[config.mk]
export PLATFORM = sky130hd
export DESIGN_NAME = set_job_host
export DESIGN_NICKNAME = d
export VERILOG_FILES = /design/src/rtl/set_job_host_pkg.sv /design/src/rtl/set_job_fifo.sv /design/src/rtl/set_job_host.sv
export SDC_FILE = /design/constraint.sdc
export NUM_CORES = 1
export LEC_CHECK = 0
export CORE_MARGIN = 2
export CORE_UTILIZATION = 45
export DETAILED_ROUTE_END_ITERATION = 12
export PLACE_DENSITY = 0.77
export SLEW_MARGIN = 20
export SYNTH_ARGS = -nofsm -noshare
export SYNTH_HDL_FRONTEND = slang
export SYNTH_HIERARCHICAL = 1
export SYNTH_SLANG_ARGS = --single-unit
[constraint.sdc]
create_clock -name clk -period 6.8 [get_ports clk]
set_clock_uncertainty 0.2 [all_clocks]
set_input_delay 1.36 -clock clk [delete_from_list [all_inputs] [get_ports clk]]
set_output_delay 1.36 -clock clk [all_outputs]
set_load 0.03 [all_outputs]
[src/rtl/set_job_host_pkg.sv]
// Shared definitions for the SET job host: mode codes, job field layout, FSM encoding.
// No logic of its own.
// Imported by the host top and its job FIFO.
package set_job_host_pkg;

   localparam int CENTRAL_W   = 24;
   localparam int RADIUS_W    = 12;
   localparam int MODE_W      = 2;
   localparam int JOB_FIXED_W = CENTRAL_W + RADIUS_W + MODE_W;

   // SET resamples its inputs this many cycles after each valid pulse
   localparam int SET_VALID_TO_READ = 2;

   localparam logic [MODE_W-1:0] SET_MODE_A   = 2'd0;
   localparam logic [MODE_W-1:0] SET_MODE_AND = 2'd1;
   localparam logic [MODE_W-1:0] SET_MODE_XOR = 2'd2;
   localparam logic [MODE_W-1:0] SET_MODE_TWO = 2'd3;

   typedef enum logic [2:0] {
      ST_IDLE,
      ST_LAUNCH,
      ST_RUN,
      ST_RELOAD,
      ST_READ_MIRROR,
      ST_HALT
   } host_state_t;

   // idx 0 = circle A, 1 = B, 2 = C
   function automatic logic [3:0] central_x(input logic [CENTRAL_W-1:0] c, input int idx);
      return c[CENTRAL_W-1-8*idx -: 4];
   endfunction

   function automatic logic [3:0] central_y(input logic [CENTRAL_W-1:0] c, input int idx);
      return c[CENTRAL_W-5-8*idx -: 4];
   endfunction

   function automatic logic [3:0] radius_of(input logic [RADIUS_W-1:0] r, input int idx);
      return r[RADIUS_W-1-4*idx -: 4];
   endfunction

endpackage

[src/rtl/set_job_fifo.sv]
// Job descriptor FIFO, DEPTH entries of W bits, registered occupancy.
// Latency: pushed entry visible at pop_dat the cycle after the push.
// Backpressure: push ignored when full unless a pop happens in the same cycle.
module set_job_fifo #(
   parameter int DEPTH = 4,
   parameter int W     = 42
) (
   input  logic         clk,
   input  logic         rst,
   input  logic         push,
   input  logic [W-1:0] push_dat,
   input  logic         pop,
   output logic [W-1:0] pop_dat,
   output logic         full,
   output logic         empty
);

   localparam int AW = $clog2(DEPTH);
   localparam logic [AW:0] FULL_CNT = DEPTH[AW:0];

   logic [W-1:0]  mem [DEPTH];
   logic [AW-1:0] wr_ptr;
   logic [AW-1:0] rd_ptr;
   logic [AW:0]   count;
   logic          do_push;
   logic          do_pop;

   assign empty   = (count == '0);
   assign full    = (count == FULL_CNT);
   assign do_pop  = pop && !empty;
   assign do_push = push && (!full || do_pop);
   assign pop_dat = mem[rd_ptr];

   always_ff @(posedge clk) begin
      if (do_push) mem[wr_ptr] <= push_dat;
   end

   // DEPTH is a power of two, so the pointers wrap on their own
   always_ff @(posedge clk or negedge rst) begin
      if (!rst) begin
         wr_ptr <= '0;
         rd_ptr <= '0;
         count  <= '0;
      end else begin
         if (do_push) wr_ptr <= wr_ptr + 1'b1;
         if (do_pop)  rd_ptr <= rd_ptr + 1'b1;
         case ({do_push, do_pop})
            2'b10:   count <= count + 1'b1;
            2'b01:   count <= count - 1'b1;
            default: count <= count;
         endcase
      end
   end

endmodule

[src/rtl/set_job_host.sv]
// Feeds queued jobs to one SET engine and returns each real result, tagged, on a one-entry slot.
// Latency: job accepted in IDLE -> set_en two cycles later; result one cycle after set_valid.
// Backpressure: job_ready drops when the FIFO is full; a full result slot drops new results.
module set_job_host
   import set_job_host_pkg::*;
#(
   parameter int DEPTH   = 4,
   parameter int TAG_W   = 4,
   parameter int TIMEOUT = 1023
) (
   input  logic                 clk,
   input  logic                 rst,
   input  logic                 job_valid,
   output logic                 job_ready,
   input  logic [CENTRAL_W-1:0] job_central,
   input  logic [RADIUS_W-1:0]  job_radius,
   input  logic [MODE_W-1:0]    job_mode,
   input  logic [TAG_W-1:0]     job_tag,
   output logic                 set_rst,
   output logic                 set_en,
   output logic [CENTRAL_W-1:0] set_central,
   output logic [RADIUS_W-1:0]  set_radius,
   output logic [MODE_W-1:0]    set_mode,
   input  logic                 set_busy,
   input  logic                 set_valid,
   input  logic [7:0]           set_candidate,
   output logic                 res_valid,
   input  logic                 res_ready,
   output logic [7:0]           res_candidate,
   output logic [TAG_W-1:0]     res_tag,
   output logic                 err_timeout,
   output logic                 err_overflow
);

   localparam int JOB_W = JOB_FIXED_W + TAG_W;
   localparam int TMR_W = $clog2(TIMEOUT + 1) + 1;
   localparam logic [TMR_W-1:0] TMR_LIMIT = TMR_W'(TIMEOUT);

   host_state_t      state;
   host_state_t      state_nxt;
   logic [JOB_W-1:0] fifo_dout;
   logic             fifo_full;
   logic             fifo_empty;
   logic             fifo_push;
   logic             fifo_pop;
   logic [TAG_W-1:0] drive_tag;
   logic [TAG_W-1:0] inflight_tag;
   logic             inflight_live;
   logic             pend_live;
   logic [TMR_W-1:0] timer;
   logic [1:0]       rst_cnt;
   logic             rst_done;
   logic             launch_ok;
   logic             tv;
   logic             timed_out;
   logic             capture;
   logic             drain;

   assign set_rst   = (rst_cnt != 2'd0);
   assign job_ready = rst_done && !fifo_full;
   assign fifo_push = job_valid && job_ready;
   assign launch_ok = !fifo_empty && !set_rst && !set_busy;
   assign tv        = (state == ST_RUN) && set_valid;
   assign timed_out = (state == ST_RUN) && !set_valid && (timer >= TMR_LIMIT);
   assign capture   = tv && inflight_live;
   assign drain     = res_valid && res_ready;

   set_job_fifo #(.DEPTH(DEPTH), .W(JOB_W)) u_fifo (
      .clk      (clk),
      .rst      (rst),
      .push     (fifo_push),
      .push_dat ({job_central, job_radius, job_mode, job_tag}),
      .pop      (fifo_pop),
      .pop_dat  (fifo_dout),
      .full     (fifo_full),
      .empty    (fifo_empty)
   );

   always_ff @(posedge clk or negedge rst) begin
      if (!rst) state <= ST_IDLE;
      else      state <= state_nxt;
   end

   always_comb begin
      state_nxt = state;
      case (state)
         ST_IDLE:        if (launch_ok) state_nxt = ST_LAUNCH;
         ST_LAUNCH:      state_nxt = ST_RUN;
         ST_RUN: begin
            if (tv)             state_nxt = ST_RELOAD;
            else if (timed_out) state_nxt = ST_HALT;
         end
         ST_RELOAD:      state_nxt = ST_READ_MIRROR;
         ST_READ_MIRROR: state_nxt = ST_RUN;
         ST_HALT:        state_nxt = ST_IDLE;
         default:        state_nxt = ST_IDLE;
      endcase
   end

   // Drive regs only change on these two pops, so set_* is stable at every SET sample
   always_comb begin
      set_en   = 1'b0;
      fifo_pop = 1'b0;
      case (state)
         ST_IDLE:   fifo_pop = launch_ok;
         ST_LAUNCH: set_en   = 1'b1;
         ST_RUN:    fifo_pop = set_valid && !fifo_empty;
         default:   ;
      endcase
   end

   always_ff @(posedge clk or negedge rst) begin
      if (!rst) begin
         rst_cnt  <= 2'd2;
         rst_done <= 1'b0;
      end else begin
         rst_done <= 1'b1;
         if (timed_out)              rst_cnt <= 2'd2;
         else if (rst_cnt != 2'd0)   rst_cnt <= rst_cnt - 2'd1;
      end
   end

   always_ff @(posedge clk or negedge rst) begin
      if (!rst) begin
         set_central   <= '0;
         set_radius    <= '0;
         set_mode      <= '0;
         drive_tag     <= '0;
         inflight_tag  <= '0;
         inflight_live <= 1'b0;
         pend_live     <= 1'b0;
         timer         <= '0;
      end else begin
         if (fifo_pop) {set_central, set_radius, set_mode, drive_tag} <= fifo_dout;
         case (state)
            ST_LAUNCH: begin
               inflight_tag  <= drive_tag;
               inflight_live <= 1'b1;
               timer         <= '0;
            end
            ST_RUN: begin
               if (tv) pend_live <= !fifo_empty;
               else    timer     <= timer + 1'b1;
            end
            // A rerun with no fresh job is a phantom: its result must be dropped
            ST_READ_MIRROR: begin
               inflight_live <= pend_live;
               inflight_tag  <= drive_tag;
               timer         <= '0;
            end
            ST_HALT:   inflight_live <= 1'b0;
            default:   ;
         endcase
      end
   end

   always_ff @(posedge clk or negedge rst) begin
      if (!rst) begin
         res_valid     <= 1'b0;
         res_candidate <= '0;
         res_tag       <= '0;
         err_overflow  <= 1'b0;
         err_timeout   <= 1'b0;
      end else begin
         if (capture && (!res_valid || drain)) begin
            res_valid     <= 1'b1;
            res_candidate <= set_candidate;
            res_tag       <= inflight_tag;
         end else if (capture) begin
            err_overflow  <= 1'b1;
         end else if (drain) begin
            res_valid     <= 1'b0;
         end
         if (timed_out) err_timeout <= 1'b1;
      end
   end

endmodule

==> out/metrics.yaml <==
syn2layout_area_growth_pct: 21.6
critical_path_required_ns: 6.98
cap_violations: 0
boundaryPins: 112
antenna_cells: 0
synth-edff-count: 168
power_leakage_nw: 4.24
avgRoutedWirePerCell_um: 19.7
grt_pass1_wl_um: 29900
maxSlewHeadroom_pct: 30.7
cts_sinks: 255
postSynthRegisterBits: 255
floorplan.die.height_um: 152
grt-ovfl-total: 0
grt_util_all_layers_pct: 16.1
hold_viol_final: 0
hold_class: "flop to flop"
num-nets-final: 696
outcome: "complete, no violations"
critPathCaptureType: "flop"
cts-buffers-inserted: 25
timing_worst_slew_pin_value_ns: 1.04
post_layout_nonfiller_instances: 932
fp.dieArea_um2: 23200
fp.coreArea_um2: 21700
drt_pass1_iterations: 4
synthCells: 517
synthFlopType: "sky130_fd_sc_hd__edfxtp_1"
timing.fmax_mhz: 226
synth.cell_area_um2: 9910
drive_above_1_share_pct: 22.5
most_frequent_cells_in_the_layout: "sky130_fd_sc_hd__edfxtp_1 (168), sky130_fd_sc_hd__clkdlybuf4s50_1 (110), sky130_fd_sc_hd__dfrtp_1 (84)"
share_of_async_settable_or_async_resettable_flops_after_synthesis_pct: 34.1
number_of_placement_rows: 54
synthesis.nets: 580
post-route-period-util_pct: 65.1
post_cts_resize_count: 0
cts.hold.buffers_added: 0
syn_avg_cell_area_um2: 19.2
die_x_um: 152
powerDensity_nw_per_um2: 445
cp_max_fo: 53
period_minus_slack_ns: 4.43
final_common_cell: "sky130_fd_sc_hd__edfxtp_1"
rsz0062_at_grt: "no"
worstSkewPairLatency_ns: 0.52
post_cts.repair.setup_buffers: 0
initialDrtViolationCount: 353
ctsLongestPathBuffers: 3
cts.clk_slew.worst_paths_ns: 0.06
io_buffer_count: 111
grt_max_degree: 59
ctsRootBufferMaster: "sky130_fd_sc_hd__clkbuf_16"
count_of_pins_over_their_slew_limit: 0
placed_instances: 886
dpl_wire_length_um: 11500
via_count: 5075
worst_ir_drop_vdd_mv: 0.290
synth_top_cell_area_share_pct: 50.9
setup_viol_count_final: 0
synth_top_area_cell: "sky130_fd_sc_hd__edfxtp_1"
first_global_vias: 5451
drt-vias-per-instance: 5.45
fillers: 1632
synth_cell_types: 53
tritoncts_clock_tree: "built"
synthTopCellsByArea: "sky130_fd_sc_hd__edfxtp_1 (51%), sky130_fd_sc_hd__dfrtp_1 (22%), sky130_fd_sc_hd__mux4_2 (9.5%)"
fin_tns_setup_ns: 0
startpoint_type: "input port"
ant_nets: 0
ys_seq_area_share_pct: 72.9
start_util_pct: 45.7
critical_path_arrival_ns: 4.60
synthesis.yosys.warnings: 6
grt_antenna_before_repair: 0
htreeDepth: 1
remaining_drc_errors: 0
detail_route.wirelength_um: 18300
timing.setup.critical_path_class: "input port to flop"
gpl.final_weighted_congestion: 0.820
-- per-stage QoR --
stage / hold WS [ns] / setup slack, ns / utilization, % / instance area (um^2) / total power [mW]
2_1_floorplan: 0.275 / 2.42 / - / 9910 / 3.47
3_3_place_gp: 0.245 / 1.87 / 51.9 / 11300 / 4.01
3_5_place_dp: 0.258 / 1.77 / 51.9 / 11300 / 4.09
4_1_cts: 0.271 / 2.31 / 55.5 / 12000 / 5.42
5_1_grt: 0.285 / 2.19 / 55.6 / 12100 / 5.64
6_report: 0.261 / 2.37 / 55.6 / 12100 / 5.36
-- cell families (layout without fill, tap and decap cells) --
logic type	after synthesis	after routing	share of synthesized area, %
AOI/OAI and AO/OA	45	45	3.22
xor gates and xnor gates	7	7	0.619
adders and majority gates	7	7	0.960
buffers and inverters	37	172	1.84
and+or+nand+nor	56	56	3.31
DFF	255	255	72.9
muxes	109	109	17.1
other	1	1	0.0379
-- worst max-delay path: stages --
cell                              delay (ns)
sky130_fd_sc_hd__clkdlybuf4s50_1        0.43
sky130_fd_sc_hd__or3b_1                 0.41
sky130_fd_sc_hd__a2111oi_4              0.37
sky130_fd_sc_hd__buf_4                  0.62
sky130_fd_sc_hd__nand2b_1               0.19
sky130_fd_sc_hd__or2_2                  0.33
sky130_fd_sc_hd__fa_1                   0.38
sky130_fd_sc_hd__nand2b_1               0.17
sky130_fd_sc_hd__o211ai_1               0.17
sky130_fd_sc_hd__o311ai_0               0.15
-- synth_stat cells (all sizes together), types with 2 or more instances --
library cell and n:
a2111oi 2, a21oi 8, a22oi 2, and2 5, buf 13, clkbuf 12, dfrtp 86, edfxtp 168
ha 6, inv 12, mux2 59, mux2i 8, mux4 42, nand2 10, nand2b 4, nand3 3
nand3b 3, nand4 4, nor2 7, nor2b 4, nor4 4, o211ai 2, o21a 3, o21ai 14
o21bai 5, o31ai 2, or3 2, or3b 2, or4 2, xnor2 5, xor2 2
-- per-layer routing --
layer | track usage, % | up-vias | routed length [um] | part of all wire, %
met4 | 3.74 | 0 | 316 | 1.7
met1 | 21.9 | 2592 | 7550 | 41
met2 | 27.3 | 200 | 9270 | 51
met5 | 0 | - | 0 | 0
met3 | 2.96 | 24 | 1190 | 6.5
li1 | - | 2259 | - | -
-- flip-flops by register name, summed over array words and instances, names as in the netlist --
name,flops
set_central,24
u_fifo/wr_ptr,2
set_mode,2
rst_done,1
u_fifo/mem,168
rst_cnt,2
u_fifo/count,3
state,3
err_overflow,1
res_valid,1
pend_live,1
u_fifo/rd_ptr,2
res_candidate,8
drive_tag,4
timer,11
set_radius,12
res_tag,4
err_timeout,1
inflight_tag,4
inflight_live,1
-- where the power goes --
part | switching (mW) | internal [mW]
clock network | 0.553 | 0.757
logic | 0.838 | 0.881
registers | 0.313 | 2.02
total | 1.70 | 3.65
-- area by class of cell --
cell class | instances | area, um^2 | area share, %
inverters | 12 | 45.0 | 0.374
repair buffers | 114 | 1130 | 9.39
flip-flops and latches | 255 | 7230 | 60.0
multi-input cells | 225 | 2510 | 20.8
clock buffers | 38 | 704 | 5.85
clock inverters | 8 | 80.1 | 0.665
well taps | 280 | 350 | 2.91
-- final timing paths --
check / depth (start not counted) / startpoint / slack (ns) / end
worst max-delay path: 10 / set_busy / 2.37 / u_fifo/count[2]
worst min-delay path: 1 / err_timeout / 0.26 / err_timeout
worst max register to register: 9 / state[1] / 2.93 / u_fifo/count[2]
worst min register to register: 1 / err_timeout / 0.26 / err_timeout
max in group asynchronous: 2 / rst / 4.70 / u_fifo/rd_ptr[0]
min in group asynchronous: 1 / rst / 0.57 / set_radius[2]
Power figures use the tool's default switching activity.
